[src/rtl/cpu_pkg.sv]
// Shared types and constants for the core's control-side helpers.
// The interrupt sequencer imports this package for its state encoding and defaults.
package cpu_pkg;

   typedef enum logic [2:0] {
      IDLE      = 3'd0,
      WAIT_SAFE = 3'd1,
      INJECT    = 3'd2,
      VREAD     = 3'd3,
      VWAIT     = 3'd4,
      JUMP      = 3'd5
   } isq_state_t;

   localparam logic [11:0] DEFAULT_VECTOR_ADDR = 12'h000;
   localparam int          LAT_WIDTH           = 3;

   // Decode may be interrupted only when nothing is holding or redirecting it.
   function automatic logic is_safe_point(input logic hazard, input logic stall, input logic flush);
      return !hazard && !stall && !flush;
   endfunction

endpackage

[src/rtl/edge_detect.sv]
// Single-bit rising-edge detector for pins already synchronous to the core clock.
// The pulse is combinational in the cycle the pin is first seen high.
module edge_detect (
   input  logic clk,
   input  logic rst_n,
   input  logic sig,
   output logic rise
);

   logic prev_reg;

   always_ff @(posedge clk or negedge rst_n) begin
      if (!rst_n) begin
         prev_reg <= 1'b0;
      end else begin
         prev_reg <= sig;
      end
   end

   assign rise = sig & ~prev_reg;

endmodule

[src/rtl/interrupt_sequencer.sv]
// External-interrupt entry sequencer: waits for a safe decode cycle, injects the interrupt,
// fetches the handler PC from the vector slot and redirects fetch; masks re-entry until RTI.
module interrupt_sequencer
   import cpu_pkg::*;
#(
   parameter int                    PC_WIDTH    = 32,
   parameter int                    ADDR_WIDTH  = 12,
   parameter logic [ADDR_WIDTH-1:0] VECTOR_ADDR = ADDR_WIDTH'(DEFAULT_VECTOR_ADDR),
   parameter int                    MEM_LATENCY = 1
) (
   input  logic                  i_clk,
   input  logic                  i_rst_n,
   input  logic                  i_int_pin,
   input  logic                  i_hazard_instr,
   input  logic                  i_stall,
   input  logic                  i_flush,
   input  logic                  i_rti_retire,
   input  logic [PC_WIDTH-1:0]   i_mem_data,
   output logic                  o_interrupt,
   output logic                  o_freeze_fetch,
   output logic                  o_vec_read,
   output logic [ADDR_WIDTH-1:0] o_vec_addr,
   output logic                  o_pc_load,
   output logic [PC_WIDTH-1:0]   o_pc_value,
   output logic                  o_in_service
);

   localparam logic [LAT_WIDTH-1:0] LAT_INIT = LAT_WIDTH'(MEM_LATENCY);

   isq_state_t           state_reg, state_next;
   logic                 pending_reg, pending_next;
   logic                 in_service_reg, in_service_next;
   logic [LAT_WIDTH-1:0] lat_cnt_reg, lat_cnt_next;
   logic [PC_WIDTH-1:0]  pc_value_reg, pc_value_next;

   logic pin_rise;
   logic safe;
   logic service_blocked;
   logic capture;

   edge_detect u_pin_edge (
      .clk   (i_clk),
      .rst_n (i_rst_n),
      .sig   (i_int_pin),
      .rise  (pin_rise)
   );

   assign safe = is_safe_point(i_hazard_instr, i_stall, i_flush);

   // An RTI retiring this cycle already unmasks entry so a coincident edge goes straight to WAIT_SAFE.
   assign service_blocked = in_service_reg & ~i_rti_retire;

   assign capture = (state_reg == VWAIT) && (lat_cnt_reg <= LAT_WIDTH'(1));

   always_ff @(posedge i_clk or negedge i_rst_n) begin
      if (!i_rst_n) begin
         state_reg <= IDLE;
      end else begin
         state_reg <= state_next;
      end
   end

   always_comb begin
      state_next = state_reg;
      unique case (state_reg)
         IDLE: begin
            if ((pending_reg || pin_rise) && !service_blocked) begin
               state_next = WAIT_SAFE;
            end
         end
         WAIT_SAFE: begin
            if (safe) begin
               state_next = INJECT;
            end
         end
         INJECT:  state_next = VREAD;
         VREAD:   state_next = VWAIT;
         VWAIT: begin
            if (capture) begin
               state_next = JUMP;
            end
         end
         JUMP:    state_next = IDLE;
         default: state_next = IDLE;
      endcase
   end

   always_comb begin
      o_interrupt    = 1'b0;
      o_freeze_fetch = 1'b0;
      o_vec_read     = 1'b0;
      o_vec_addr     = '0;
      o_pc_load      = 1'b0;
      o_pc_value     = pc_value_reg;
      o_in_service   = in_service_reg;
      unique case (state_reg)
         INJECT: begin
            o_interrupt    = 1'b1;
            o_freeze_fetch = 1'b1;
         end
         VREAD: begin
            o_vec_read     = 1'b1;
            o_vec_addr     = VECTOR_ADDR;
            o_freeze_fetch = 1'b1;
         end
         VWAIT: begin
            o_freeze_fetch = 1'b1;
         end
         JUMP: begin
            o_pc_load      = 1'b1;
            o_freeze_fetch = 1'b1;
         end
         default: begin
            o_freeze_fetch = 1'b0;
         end
      endcase
   end

   always_comb begin
      // Edges coalesce into one pending level; INJECT consumes it.
      pending_next = (state_reg == INJECT) ? 1'b0 : (pending_reg | pin_rise);

      // Service is raised on the way into INJECT so the mask is visible while the push happens.
      in_service_next = in_service_reg;
      if ((state_reg == WAIT_SAFE) && safe) begin
         in_service_next = 1'b1;
      end else if (i_rti_retire) begin
         in_service_next = 1'b0;
      end

      lat_cnt_next = lat_cnt_reg;
      if (state_reg == VREAD) begin
         lat_cnt_next = LAT_INIT;
      end else if ((state_reg == VWAIT) && (lat_cnt_reg != '0)) begin
         lat_cnt_next = lat_cnt_reg - LAT_WIDTH'(1);
      end

      pc_value_next = capture ? i_mem_data : pc_value_reg;
   end

   always_ff @(posedge i_clk or negedge i_rst_n) begin
      if (!i_rst_n) begin
         pending_reg    <= 1'b0;
         in_service_reg <= 1'b0;
         lat_cnt_reg    <= '0;
         pc_value_reg   <= '0;
      end else begin
         pending_reg    <= pending_next;
         in_service_reg <= in_service_next;
         lat_cnt_reg    <= lat_cnt_next;
         pc_value_reg   <= pc_value_next;
      end
   end

endmodule

[config.mk]
export PLATFORM = sky130hd
export DESIGN_NAME = interrupt_sequencer
export DESIGN_NICKNAME = d
export VERILOG_FILES = /design/src/rtl/cpu_pkg.sv /design/src/rtl/edge_detect.sv /design/src/rtl/interrupt_sequencer.sv
export SDC_FILE = /design/constraint.sdc
export NUM_CORES = 1
export LEC_CHECK = 0
export BUFFER_PORTS_ARGS = -buffer_cell sky130_fd_sc_hd__buf_2
export CORE_UTILIZATION = 48
export CTS_BUF_LIST = sky130_fd_sc_hd__clkbuf_2 sky130_fd_sc_hd__clkbuf_4 sky130_fd_sc_hd__clkbuf_8
export CTS_CLUSTER_DIAMETER = 150
export CTS_CLUSTER_SIZE = 8
export DETAILED_ROUTE_END_ITERATION = 7
export GPL_ROUTABILITY_DRIVEN = 0
export GPL_TIMING_DRIVEN = 1
export MAX_ROUTING_LAYER = met4
export PLACE_DENSITY = 0.82
export SLEW_MARGIN = 20
export SYNTH_ARGS = -nofsm -noshare
export SYNTH_HDL_FRONTEND = slang
export SYNTH_SLANG_ARGS = --single-unit
export TNS_END_PERCENT = 50
[constraint.sdc]
create_clock -name i_clk -period 1.7 [get_ports i_clk]
set_input_delay 0.425 -clock i_clk [delete_from_list [all_inputs] [get_ports i_clk]]
set_output_delay 0.425 -clock i_clk [all_outputs]
set_load 0.01 [all_outputs]
# == Yosys cells after proc, flatten, opt, wreduce, memory -nomap -nowiden ==
# Index checks and enable logic that the tools add are counted.
# totals
inputBits,39
regBits,41
output_inout_bits,49
wordCells,51
# op_classes
n_lt_le_gt_ge,1
addsub,1
bitwise_logic,5
n_eq_ne,8
n_reduce_logical,17
mux,13
# ops
cell,n
$mux 3,5
$pmux 3 s5,1
$mux 1,7
$eq 3x2->1 const B,2
$eq 3x3->1 const B,2
$logic_and 1x1->1,6
$ne 2x2->1 const B,3
$logic_not 1->1,4
$reduce_bool 2->1,2
$reduce_or 4->1,1
$eq 3x1->1 const B,1
$le 3x1->1 const B,1
$logic_not 3->1,1
$reduce_and 3->1,1
$reduce_bool 3->1,1
$sub 3x1->3 const B,1
$and 1x1->1,2
$not 1->1,2
$logic_or 1x1->1,1
$or 1x1->1,1

# == Longest topological paths before layout ==
# depth
word_depth,6
mapped_depth,5
depth_no_buf,5

# == Modules after synthesis ==
# A second synthesis with hierarchy kept.
# unflattened
hier_cells,130
area_unflattened_um2,1913.1
# by_module_without_submodules
mod,cells_each,seq_area_each_um2,n_inst,area_per_inst_um2
interrupt_sequencer,128,1001.0,1,1874.3
edge_detect,2,25.0,1,38.8

# == Worst setup path before layout ==
# OpenSTA, ideal clock, no wires.
# synth_path
path_kind,register to register
from,register lat_cnt_reg[0]
to,"register pc_value_reg[0], in the netlist o_pc_value[0]"
arrival_ps,1397
path_buffers,1
setup_ps,125
path_slack_ps,178
t_required_ps,1575
stages_incl_launch_ff,5
synth_period_minus_slack_ps,1522
path_cell_list,dfrtp_1 > ha_1 > o21ai_2 > buf_6 > mux2_4
# synth_via
elab_chain_cells,2
# synth_rtl
item,line,rtl
"start, declared",interrupt_sequencer.sv:33,"logic [LAT_WIDTH-1:0] lat_cnt_reg, lat_cnt_next;"
"start signal, assigned",interrupt_sequencer.sv:150,lat_cnt_reg <= lat_cnt_next;
$le 3x1->1,interrupt_sequencer.sv:53,assign capture = (state_reg == VWAIT) && (lat_cnt_reg <= LAT_WIDTH'(1));
$logic_and 1x1->1,interrupt_sequencer.sv:53,
"end signal, assigned",interrupt_sequencer.sv:151,pc_value_reg <= pc_value_next;
"end, declared",interrupt_sequencer.sv:34,"logic [PC_WIDTH-1:0] pc_value_reg, pc_value_next;"
# No other way between the ends.
# A chain may end at the register's enable or synchronous reset.

# == Worst setup path after layout ==
# layout_path
from,register state_reg[1]
to,output o_freeze_fetch
# layout_via
elab_chain_cells,3
elab_cells_between_ends,6
classes_between,eq/ne: 4; mux: 1; reduce/logical: 1
# layout_rtl
item,line,rtl
"start, declared",interrupt_sequencer.sv:30,"isq_state_t state_reg, state_next;"
"start signal, assigned",interrupt_sequencer.sv:59,state_reg <= state_next;
$eq 3x2->1 or $eq 3x3->1 (tied branches),interrupt_sequencer.sv:96,unique case (state_reg)
$reduce_or 4->1 (no line) *,-,
$mux 1 *,interrupt_sequencer.sv:96,
"end, declared",interrupt_sequencer.sv:20,"output logic o_freeze_fetch,"
# Mark *: on every way between the ends. The rest lies on a longest branch, timed or not.

==> results <==
- The maximum clock frequency is 606.8 MHz.
- The worst hold path belongs to the class input pin to register.
- The number of H-tree branching levels is 2.
- The via count of the first global-routing pass is 1,144.
- The worst setup path is captured at a primary output.
- For this run, the leading register cell type out of synthesis is sky130_fd_sc_hd__dfrtp_1.
- The post-detailed-routing wire length is 3.679 mm.
- The deepest clock path buffer count is 2.
- The wire length on met3 is 271 µm.
- The largest vdd supply drop is 0.6320 mV.
- The core region is 3744 µm².
- The share of the yosys chip area belonging to registers is 53.66%.
- The total CTS buffers is 5.
- The setup TNS is 0 ps.
- The final period demand of the worst path is 1648 ps.
- Counting distinct cell types in the post-synthesis netlist gives 29.
- The analysis attributes to cell leakage a power of 1.361 nW.
- The starting utilization of the core area is 51.07%.
- Max-cap violations in this run came to 0.
- The first detailed-routing pass took 4 iterations.
- Entering global routing, the biggest net connects 24 pins.
- The number of slew-limit violations in the final report is 0.
- The placed instance area is 2325 µm².
- Of all nets on the critical path, the largest fanout is 6.
- The net count of the finished layout is 260.
- The cell with the most instances after synthesis is sky130_fd_sc_hd__dfrtp_1.
- The total power per unit cell area is 1756 nW/µm².
- The number of register bits inferred by synthesis is 41.
- The final routed wire length divided by cell count is 13.83 µm.
- Summed over all instances, the cell type with the most area after synthesis is sky130_fd_sc_hd__dfrtp_1.
- During synthesis, Yosys emitted a total of 0 warnings.
- The proportion of synthesized flip-flops having asynchronous set or reset is 100.0%.
- For the worst setup path, the data required time is 1270 ps.
- For this run, the total global-route usage over all layers was measured as 18.14%.
- The critical path's top delay family is flip-flops.
- The die is 65.11 µm wide.
- Together, buffers and inverters on the worst path number 2.
- The worst setup path is launched from a register.
- The TritonCTS clock tree is yes.
- After routing the design area is 2485 µm².
- STA puts the critical path data arrival time at 1220 ps.
- After synthesis the cells add up to 1912 µm².
- The count of endpoints failing hold in the final timing report is 0.
- On the critical path, the stage with the largest delay is an instance of sky130_fd_sc_hd__dfrtp_2.
- From bottom edge to top edge, the die measures 65.11 µm.
- The die covers 4239 µm².
- The number of clock sinks is 41.
- The number of DRC markers in iteration 0 is 54.
- 88 I/O pins were placed.
- 0 antenna diodes ended up in the layout.
- After clock tree synthesis, the clock-pin slew on the worst setup and hold paths is 70 ps.
- The root cell of the clock tree is sky130_fd_sc_hd__clkbuf_8.
- The critical path start-end classification is register to primary output.
- The final count of negative-setup-slack endpoints is 0.
- The flow ran to the end, and the final reports show no timing, DRC or antenna violations.
- The share of the cycle needed by the critical path after routing is 96.94%.
- Each instance of the synthesized netlist takes up on average 14.48 µm².
- After detailed routing, the number of vias per cell comes to 4.793.
- After global routing the overflow that remains totals 0.
- The highest signal layer in the routed design is met4.
- The power consumption is 4.363 mW.
- For this run, the share of the core covered by cells in the final layout is 66.38%.
- Cells with a size suffix above 1 make up 59.63% of the layout.
- The first global-routing pass estimated 5.402 mm of wire.
- Setup repair after global routing could not meet its margin everywhere.
- The quantity of I/O buffers inserted on ports is 75.
- The worst clock skew on the final layout is 4.673 ps.
- The insertion delay of the later-clocked pin in the worst-skew pair is 290 ps.
- On the worst path, the slowest cell contributes a delay of 470 ps.
- Yosys mapped a number of flops with a built-in enable equal to 0.
- The initial antenna violation count is 0.
- The sum of met2 wire segment lengths after detailed routing is 1.782 mm.
- The detailed placement HPWL is 2.702 mm.
- The detailed-route via count is 1,275.
- The count of nets left with antenna violations once routing finished came out at 0.
- The critical path goes through buf_4 > nand2b_1 > nand2_1 > buf_2.
- The layout-stage area growth over the synthesis result is 29.97%.
- The wire length on met1 is 1.522 mm.
- The row count is 22.
- The DRC violation count after routing is 0.
- Of the post-synthesis cell area, the dominant cell type holds 53.66%.
- Synthesis produced a netlist whose cell count is 132.
- By area the synthesized netlist is led by sky130_fd_sc_hd__dfrtp_1, sky130_fd_sc_hd__mux2_4, sky130_fd_sc_hd__buf_4.
- The register with the most flip-flops in the layout has 32 of them.
- The commonest cells after synthesis are sky130_fd_sc_hd__dfrtp_1, sky130_fd_sc_hd__mux2_4, sky130_fd_sc_hd__buf_4, sky130_fd_sc_hd__inv_1, sky130_fd_sc_hd__nor2_1.
-- layout make-up --
cell class / count / area, µm²
clock inverters: 2 / 35.03
inverters: 6 / 22.52
clock buffers: 5 / 68.82
well taps: 48 / 60.06
multi-input cells: 79 / 798.3
flip-flops and latches: 41 / 1027
repair buffers: 85 / 473.0
fillers: 298 / 1259
-- layout by cell type (no fill, tap or decap), drive strengths merged, types with 2 or more instances in the layout --
cell	n
a21oi	2
buf	84
clkbuf	5
conb	12
dfrtp	41
ha	3
inv	6
mux2	32
nand2b	3
nand3b	2
nor2	5
o211ai	2
o21ai	5
-- metrics by stage --
| stage | worst slack (ps) | instances | hold slack (ps) |
|---|---|---|---|
| CTS | 17.88 | 265 | 246.6 |
| detailed placement | 167.6 | 256 | 310.6 |
| finish | 51.99 | 266 | 258.7 |
| floorplan | 177.6 | 143 | 129.4 |
| global placement | 193.0 | 256 | 310.4 |
| global route | -15.65 | 266 | 244.6 |
-- path summary, 6_finish.rpt --
kind,endpoint,slack (ps),cells after the start,from
worst max register to register,o_pc_value[22],100,5,state_reg[0]
min in group asynchronous,o_pc_value[13],540,2,i_rst_n
worst max-delay path,o_freeze_fetch,50,4,state_reg[1]
worst min-delay path,u_pin_edge.prev_reg,260,1,i_int_pin
max in group asynchronous,o_pc_value[21],630,3,i_rst_n
worst min register to register,o_pc_value[27],500,1,o_pc_value[27]
-- kinds of logic (layout without fill, tap and decap cells) --
| kind of cell | after synthesis | in the layout | share of synthesized area (%) |
|---|---|---|---|
| adders and majority gates | 3 | 3 | 1.964 |
| DFF | 41 | 41 | 53.66 |
| AOI/OAI and AO/OA | 13 | 13 | 4.385 |
| muxes | 33 | 33 | 25.07 |
| other | 1 | 12 | 0.1961 |
| buffers and inverters | 23 | 98 | 8.311 |
| and+or+nand+nor | 18 | 18 | 6.413 |
-- metal layers --
metal	track usage [%]	vias up
li1	-	603
met1	21.77	607
met2	27.73	58
met3	5.729	7
met4	8.967	0
met5	-	-
-- repair_timing --
action,4_1_cts,5_1_grt
gates resized for setup,3,4
pin swaps,1,0
setup buffers,1,1
endpoints found under the setup margin,1,4
endpoints found under the hold margin,11,0
gates cloned,0,0
hold buffers,1,0
-- power by group --
part | internal, mW | switching [mW]
sequential | 1.44 | 0.263
combinational | 1.12 | 0.811
clock | 0.426 | 0.311
-- worst reg2reg max path: cells and delay by family (launching register included) --
kind            cells  cell delay [ps]
simple gates        1              310
buf+inv             2              360
mux                 1              310
compound gates      1              110
flops               1              400
Note: power is estimated with default switching activity, not from simulation.
